$ cat src/rtl/fp_div.sv
// Sequential IEEE-754 binary32 divider: radix-2 restoring mantissa divide behind a
// start/done handshake, fixed 28-cycle latency, truncating, denormals flushed to zero.
module fp_div #(
    parameter int unsigned DATA_W = 32,
    parameter int unsigned MAN_W  = 23,
    parameter int unsigned EXP_W  = 8,
    parameter int unsigned BIAS   = 127
) (
    input  logic              clk,
    input  logic              rst,
    input  logic              start,
    output logic              busy,
    output logic              done,
    input  logic [DATA_W-1:0] op_a,
    input  logic [DATA_W-1:0] op_b,
    output logic              overflow,
    output logic              underflow,
    output logic              exception,
    output logic [DATA_W-1:0] res
);

    typedef enum logic [1:0] {StIdle, StUnpack, StDiv, StPack} state_e;

    localparam logic [EXP_W-1:0] ExpMax = {EXP_W{1'b1}};

    state_e              state_q, state_d;
    logic [DATA_W-1:0]   a_q, b_q;
    logic [MAN_W:0]      mb_q;
    logic [MAN_W+1:0]    rem_q, q_q;
    logic [4:0]          cnt_q;
    logic signed [9:0]   exp_q;
    logic                sign_q;
    logic [DATA_W-1:0]   res_q, res_n;
    logic                ovf_q, unf_q, exc_q, done_q;
    logic                ovf_n, unf_n, exc_n;

    // FSM
    always_comb begin
        state_d = state_q;
        unique case (state_q)
            StIdle:   if (start) state_d = StUnpack;
            StUnpack: state_d = StDiv;
            StDiv:    if (cnt_q == 5'd0) state_d = StPack;
            StPack:   state_d = StIdle;
            default:  state_d = StIdle;
        endcase
    end

    always_ff @(posedge clk or negedge rst) begin
        if (!rst) state_q <= StIdle;
        else      state_q <= state_d;
    end

    assign busy = (state_q != StIdle);

    // Restoring step
    logic                rem_ge;
    logic [MAN_W+1:0]    rem_sub;
    assign rem_ge  = (rem_q >= {1'b0, mb_q});
    assign rem_sub = rem_ge ? (rem_q - {1'b0, mb_q}) : rem_q;

    // Operand classification
    logic [EXP_W-1:0] a_exp, b_exp;
    logic             a_zero, b_zero, a_inf, b_inf, a_nan, b_nan;
    assign a_exp  = a_q[DATA_W-2:MAN_W];
    assign b_exp  = b_q[DATA_W-2:MAN_W];
    assign a_zero = (a_exp == '0);
    assign b_zero = (b_exp == '0);
    assign a_inf  = (a_exp == ExpMax) && (a_q[MAN_W-1:0] == '0);
    assign b_inf  = (b_exp == ExpMax) && (b_q[MAN_W-1:0] == '0);
    assign a_nan  = (a_exp == ExpMax) && (a_q[MAN_W-1:0] != '0);
    assign b_nan  = (b_exp == ExpMax) && (b_q[MAN_W-1:0] != '0);

    logic signed [9:0] norm_exp;
    logic [MAN_W-1:0]  norm_man;

    always_comb begin
        norm_exp = q_q[MAN_W+1] ? exp_q : exp_q - 10'sd1;
        norm_man = q_q[MAN_W+1] ? q_q[MAN_W:1] : q_q[MAN_W-1:0];
        res_n    = {sign_q, norm_exp[EXP_W-1:0], norm_man};
        ovf_n    = 1'b0;
        unf_n    = 1'b0;
        exc_n    = 1'b0;
        if (norm_exp > 10'sd254) begin
            res_n = {sign_q, ExpMax, {MAN_W{1'b0}}};
            ovf_n = 1'b1;
        end else if (norm_exp < 10'sd1) begin
            res_n = {sign_q, {(DATA_W-1){1'b0}}};
            unf_n = 1'b1;
        end
        // Special operands override the range checks
        if (a_nan || b_nan || (a_zero && b_zero) || (a_inf && b_inf)) begin
            res_n = 32'h7FC0_0000;
            {ovf_n, unf_n, exc_n} = 3'b001;
        end else if (b_zero && !a_inf) begin
            res_n = {sign_q, ExpMax, {MAN_W{1'b0}}};
            {ovf_n, unf_n, exc_n} = 3'b001;
        end else if (a_inf) begin
            res_n = {sign_q, ExpMax, {MAN_W{1'b0}}};
            {ovf_n, unf_n, exc_n} = 3'b000;
        end else if (a_zero || b_inf) begin
            res_n = {sign_q, {(DATA_W-1){1'b0}}};
            {ovf_n, unf_n, exc_n} = 3'b000;
        end
    end

    always_ff @(posedge clk or negedge rst) begin
        if (!rst) begin
            a_q    <= '0;
            b_q    <= '0;
            mb_q   <= '0;
            rem_q  <= '0;
            q_q    <= '0;
            cnt_q  <= '0;
            exp_q  <= '0;
            sign_q <= 1'b0;
            res_q  <= '0;
            ovf_q  <= 1'b0;
            unf_q  <= 1'b0;
            exc_q  <= 1'b0;
            done_q <= 1'b0;
        end else begin
            done_q <= 1'b0;
            unique case (state_q)
                StIdle: begin
                    if (start) begin
                        a_q <= op_a;
                        b_q <= op_b;
                    end
                end
                StUnpack: begin
                    rem_q  <= {2'b01, a_q[MAN_W-1:0]};
                    mb_q   <= {1'b1, b_q[MAN_W-1:0]};
                    exp_q  <= {2'b00, a_exp} - {2'b00, b_exp} + 10'(BIAS);
                    sign_q <= a_q[DATA_W-1] ^ b_q[DATA_W-1];
                    cnt_q  <= 5'd24;
                    q_q    <= '0;
                end
                StDiv: begin
                    q_q[cnt_q] <= rem_ge;
                    rem_q      <= {rem_sub[MAN_W:0], 1'b0};
                    cnt_q      <= cnt_q - 5'd1;
                end
                StPack: begin
                    res_q  <= res_n;
                    ovf_q  <= ovf_n;
                    unf_q  <= unf_n;
                    exc_q  <= exc_n;
                    done_q <= 1'b1;
                end
                default: ;
            endcase
        end
    end

    assign res       = res_q;
    assign overflow  = ovf_q;
    assign underflow = unf_q;
    assign exception = exc_q;
    assign done      = done_q;

endmodule
$ cat config.mk
export PLATFORM = sky130hd
export DESIGN_NAME = fp_div
export DESIGN_NICKNAME = d
export VERILOG_FILES = /design/src/rtl/fp_div.sv
export SDC_FILE = /design/constraint.sdc
export NUM_CORES = 1
export LEC_CHECK = 0
export CAP_MARGIN = 10
export CORE_ASPECT_RATIO = 0.7
export CORE_MARGIN = 2
export CORE_UTILIZATION = 30
export DETAILED_ROUTE_END_ITERATION = 16
export SETUP_SLACK_MARGIN = 0.15
export SYNTH_ARGS = -nofsm -noshare
export SYNTH_HDL_FRONTEND = slang
export SYNTH_SLANG_ARGS = --single-unit
$ cat constraint.sdc
create_clock -name clk -period 5.7 [get_ports clk]
set_input_delay 0.57 -clock clk [delete_from_list [all_inputs] [get_ports clk]]
set_output_delay 0.57 -clock clk [all_outputs]
set_load 0.02 [all_outputs]
=== Word-level counts from Yosys, hierarchy flattened ===
Index checks and enable logic that the tools add are counted.

* Register bits after elaboration: 192
* Output and inout bits: 37
* Word-level logic and storage cells: 89

* Bitwise gates (word level): 1
* Eq/ne operators: 7
* Muxes and demuxes: 32
* Magnitude comparators: 5
* Reductions and logical operators: 25
* Add/subtract/negate cells: 5

{| class="wikitable"
|+ Operators with widths
! cell !! count
|-
| $mux 31 || 5
|-
| $pmux 25 s2 || 2
|-
| $logic_not 23->1 || 2
|-
| $reduce_bool 23->1 || 2
|-
| $mux 32 || 1
|-
| $bwmux 25 || 1
|-
| $ge 25x24->1 || 1
|-
| $mux 24 || 1
|-
| $sub 24x24->24 || 1
|-
| $mux 23 || 1
|-
| $eq 8x8->1 const B || 2
|-
| $logic_not 8->1 || 2
|-
| $mux 1 || 15
|-
| $add 9x8->10 const B || 1
|-
| $gt 10x9->1 const B || 1
|-
| $lt 10x2->1 const B || 1
|-
| $mux 10 || 1
|-
| $pmux 5 s2 || 1
|-
| $sub 10x2->10 const B || 1
|-
| $sub 8x8->9 || 1
|-
| $logic_and 1x1->1 || 8
|-
| $pmux 2 s4 || 1
|-
| $lt 5x6->1 const B || 1
|-
| $demux 1 s5 || 1
|-
| other kinds (13) || 21
|}

=== Longest topological paths before layout ===
* Word-level depth: 9
* Gate-level depth with buffers: 13

=== Least setup slack after synthesis ===
No wires, ideal clock.

* Path kind: flip-flop to flip-flop
* Start: register exp_q[0]
* End: register res_q[10] (netlist: res[10])
* Arrival time: 2763 ps
* Path slack: 2802 ps
* Stages on the path, launching flop included: 12
* Clock period less this slack: 2898 ps
* Required time: 5565 ps
* Path buffers: 3
* Cell sequence: dfrtp_1 -> buf_2 -> inv_1 -> ha_1 -> nor4b_1 -> xnor2_1 -> or4b_2 -> o41ai_2 -> or2_1 -> buf_2 -> buf_2 -> o22ai_1

* Cells in the longest elaborated chain, start to end: 9
* Elaborated cells between the ends (all ways): 10
* Those cells by class: add/sub (1); order compare (2); mux (7)

{| class="wikitable"
|+ RTL lines
! item !! line !! text
|-
| from (decl) || 31 || <nowiki>logic signed [9:0] exp_q;</nowiki>
|-
| from (signal assigned) || 134 || <nowiki>exp_q <= {2'b00, a_exp} - {2'b00, b_exp} + 10'(BIAS);</nowiki>
|-
| $sub 10x2->10 || 78 || <nowiki>norm_exp = q_q[MAN_W+1] ? exp_q : exp_q - 10'sd1;</nowiki>
|-
| $mux 10 (*) || 78 ||
|-
| $lt 10x2->1 || 87 || <nowiki>end else if (norm_exp < 10'sd1) begin</nowiki>
|-
| $mux 31 || 87 ||
|-
| $mux 31 (*) || 84 || <nowiki>if (norm_exp > 10'sd254) begin</nowiki>
|-
| $mux 31 (*) || 101 || <nowiki>end else if (a_zero || b_inf) begin</nowiki>
|-
| $mux 31 (*) || 98 || <nowiki>end else if (a_inf) begin</nowiki>
|-
| $mux 31 (*) || 95 || <nowiki>end else if (b_zero && !a_inf) begin</nowiki>
|-
| $mux 32 (*) || 92 || <nowiki>if (a_nan || b_nan || (a_zero && b_zero) || (a_inf && b_inf)) begin</nowiki>
|-
| to (signal assigned) || 145 || <nowiki>res_q <= res_n;</nowiki>
|-
| to (decl) || 33 || <nowiki>logic [DATA_W-1:0] res_q, res_n;</nowiki>
|}

Every way passes the cells marked *; elsewhere a longest branch is shown, timed or not.
A chain may end at the register's enable or synchronous reset.

=== Worst setup path after layout ===
* Start: register rem_q[4]
* End: register rem_q[18]

* Cells in the longest elaborated chain, start to end: 3
* Elaborated cells between the ends (all ways): 4
* Those cells by class: add/sub (1); order compare (1); mux (2)

{| class="wikitable"
|+ RTL lines
! item !! line !! text
|-
| from (decl) || 29 || <nowiki>logic [MAN_W+1:0] rem_q, q_q;</nowiki>
|-
| from (signal assigned) || 132 || <nowiki>rem_q <= {2'b01, a_q[MAN_W-1:0]};</nowiki>
|-
| from (signal assigned) || 141 || <nowiki>rem_q <= {rem_sub[MAN_W:0], 1'b0};</nowiki>
|-
| $sub 24x24->24 / $ge 25x24->1 (equally long branches) || 60, 59 ||
|-
| $mux 24 (*) || 60 || <nowiki>assign rem_sub = rem_ge ? (rem_q - {1'b0, mb_q}) : rem_q;</nowiki>
|-
| $pmux 25 s2 (*) || 124 || <nowiki>unique case (state_q)</nowiki>
|}

Marked as above.

==> impl_results.md <==
* Power Total at 8160 uW
* Crit path DAT at 3820 ps
* Number of H-tree levels at 4
* Avg Inst Size Synth at 9.82 sq um
* Status: finished clean
* # setup viols final at 0
* CTS tree: built
* Placed cell count at 1609
* Synth Flop Type: dfrtp_1
* Clk pwr share at 0.140
* Post-CTS Hold Fix Bufs at 0
* # IOs at 104
* Number of max-cap violations at 0
* Max transition margin at 0.305
* Non-Filler Instances at 1640
* Final Cell Area at 0.0126 sq mm
* Number of clock buffers inserted by TritonCTS at 17
* Clock sink count at 192
* P&R area growth vs syn at 18.9%
* DR pass1 iterations at 5
* Post-Syn Instances at 1082
* Flop pwr share at 0.293
* Power Internal at 4490 uW
* # nets final at 1269
* Core area at 0.0348 sq mm
* R2R setup slack at 2230 ps
* Reg-to-reg endpoint: rem_q[18]$_DFFE_PN0P_
* Die ar. at 0.0370 sq mm
* Clk buf depth at 2
* Final core utilization at 0.363
* Fin crit period at 3470 ps
* Launch point of the critical path: rem_q[4]$_DFFE_PN0P_
* Via-to-Cell Ratio at 5.07
* Avg WL per Cell at 16.3 um
* Slowest CP cell: a31o_1
* Final slew viol count at 0
* Final worst-path cycle share at 0.609
* Critical Path RT at 6050 ps
* First-pass GRT wire length at 44100 um
* CP Max Fanout at 16
* Combinational Power Share at 0.567
* Pwr per Cell Area at 646 mW/mm^2
* Total Neg Setup Slack at 0 ps
* Most frequent cells in the layout: 192 x dfrtp_1, 102 x clkdlybuf4s50_1, 85 x inv_1, 75 x o21ai_0, 69 x mux2_2
* Port buffer count at 103
* Share of cells above drive strength 1 at 0.106
* Register area share after synthesis at 0.452
* PostCTS Resize Cnt at 0
* Distinct cell type count after synthesis at 67
* Vias post-DR at 8316
* Largest net degree at the start of global routing at 106
* Starting density of the core at 0.305
* CP cell instances: ha_1, a21o_1, a31o_1, or3_1, a211o_1, a21o_1, a31o_1, buf_4, mux2i_1, a221oi_1
* YS warnings at 0
* Gr ovfl total at 0
* Chip width at 229 um
* Clk pin slew, worst setup/hold paths at 80 ps
* Seq cells post-synth at 192
* R2R cell count at 10
* Synth Net Count at 1195
* Initial antenna violation count at 0
* Number of enable flip-flop cells after synthesis at 0
* Critical path destination: rem_q[18]$_DFFE_PN0P_
* Vias in the first global route at 8097
* All-layer global routing usage at 0.150
* Worst slew pin tran at 1040 ps
* CTS root buf: clkbuf_16
* Worst Clk Skew at 17.0 ps
* CP endpoint kind: flip-flop
* GP Congestion at 0.888
* Leakage at 0.00531 uW
* Worst setup SP type: flip-flop
* Fmax at 0.288 GHz
* # rows at 57
* Detailed Route WL at 26700 um
* RSZ-0062 raised after global routing: no
* Residual DRC at 0
* Hold WC Path Type: input port to asynchronous set/reset pin
* Post-route ant nets at 0
* Final HPWL DP at 19100 um
* Most common cell after layout, fill and taps aside: dfrtp_1
* Switching power at 3680 uW
* Switching share of power at 0.450
* 1st-iter DRT viols at 717
* Synth async-reset ratio at 1.00
* RR Startpoint: rem_q[4]$_DFFE_PN0P_
* Max VDD drop at 258 uV
* Die Y at 161 um
* Critical Path Max Stage Delay at 470 ps
* Kind of critical path: flip-flop to flip-flop
* Clk Latency, worst-skew pair at 460 ps
* Antenna Cells at 0
* Number of buffers added for setup after CTS at 0
* DP Area at 0.0121 sq mm
* Mapped Area at 0.0106 sq mm
* Final number of hold-violating endpoints at 0
## sequential cells by signal (all words and copies together), names as in the netlist
register / flops
exception: 1
rem_q: 25
res: 32
done: 1
a_q: 32
b_q: 32
exp_q: 10
mb_q: 24
q_q: 25
overflow: 1
cnt_q: 5
underflow: 1
state_q: 2
sign_q: 1
## power by group through the flow
stage	registers, uW	logic [uW]	clock network [uW]
6_report	2390	4630	1140
5_1_grt	2480	5180	1250
4_1_cts	2400	4620	1180
3_5_place_dp	2420	4590	0
3_3_place_gp	2400	4500	0
2_1_floorplan	2310	3560	0
## per-layer routing
layer / GRT usage / up-vias / part of all wire
met5: 0 / - / 0
met4: 0.0413 / 0 / 0.015
met3: 0.0378 / 24 / 0.051
met2: 0.220 / 203 / 0.43
met1: 0.217 / 4040 / 0.51
li1: - / 4049 / -
## worst max-delay path, delay by kind of cell (launching register included)
| kind | cells | cell delay (ps) |
|---|---|---|
| AOI/OAI and AO/OA | 6 | 1720 |
| muxes | 1 | 140 |
| adders and majority gates | 1 | 350 |
| and+or+nand+nor | 1 | 430 |
| DFF | 1 | 400 |
| buffers and inverters | 1 | 330 |
## cell families after synthesis
logic type      synth area share
flops                      0.452
buf+inv                   0.0536
simple gates               0.121
compound gates             0.178
fa+ha+maj                 0.0556
xor+xnor                  0.0280
mux                        0.112
## worst min-delay path by stage
stage	from	end	cells past startpoint
4_1_cts	rst	exp_q[8]$_DFFE_PN0P_	1
3_3_place_gp	mb_q[23]$_DFFE_PN0P_	mb_q[23]$_DFFE_PN0P_	1
3_5_place_dp	mb_q[23]$_DFFE_PN0P_	mb_q[23]$_DFFE_PN0P_	1
6_report	rst	exp_q[8]$_DFFE_PN0P_	1
2_1_floorplan	rst	a_q[0]$_DFFE_PN0P_	0
5_1_grt	rst	exp_q[8]$_DFFE_PN0P_	1
## cell usage after synthesis, types with 4 or more instances
library cell / number / area [sq um]
a21oi_1: 66 / 330
mux2i_1: 41 / 410
a31oi_1: 43 / 269
nor3_1: 15 / 75.1
inv_1: 85 / 319
a22o_1: 24 / 210
o21ai_0: 75 / 375
nor4_1: 16 / 100
mux2_2: 69 / 777
nand2b_1: 12 / 75.1
buf_1: 6 / 22.5
or2_2: 4 / 25.0
ha_1: 44 / 551
o22ai_1: 26 / 163
dfrtp_1: 192 / 4800
a21boi_0: 4 / 30.0
and2_1: 4 / 25.0
o211ai_1: 5 / 37.5
nor2b_1: 17 / 106
xnor2_1: 25 / 219
and3_1: 8 / 50.1
clkbuf_1: 41 / 154
a21o_1: 16 / 120
nand3_1: 26 / 130
nor2_1: 48 / 180
a221oi_1: 4 / 35.0
xor2_1: 9 / 78.8
o21a_1: 7 / 52.6
nand4_1: 12 / 75.1
or3_1: 8 / 50.1
nand2_1: 69 / 259
buf_2: 8 / 40.0
## through the flow
step / setup WS [ps] / hold WS [ps]
finish: 2230 / 205
detailed placement: 2230 / 459
CTS: 2210 / 222
global placement: 2330 / 453
floorplan: 2800 / 274
global route: 1920 / 267
## cell type report
cell class,instances,area (sq um)
Inverter,86,323
Fill cell,3541,22200
Clock buffer,19,443
Multi-Input combinational cell,746,5270
Timing Repair Buffer,113,1110
Clock inverter,12,100
Tap cell,472,591
Sequential cell,192,4800
Power figures use the tool's default switching activity.
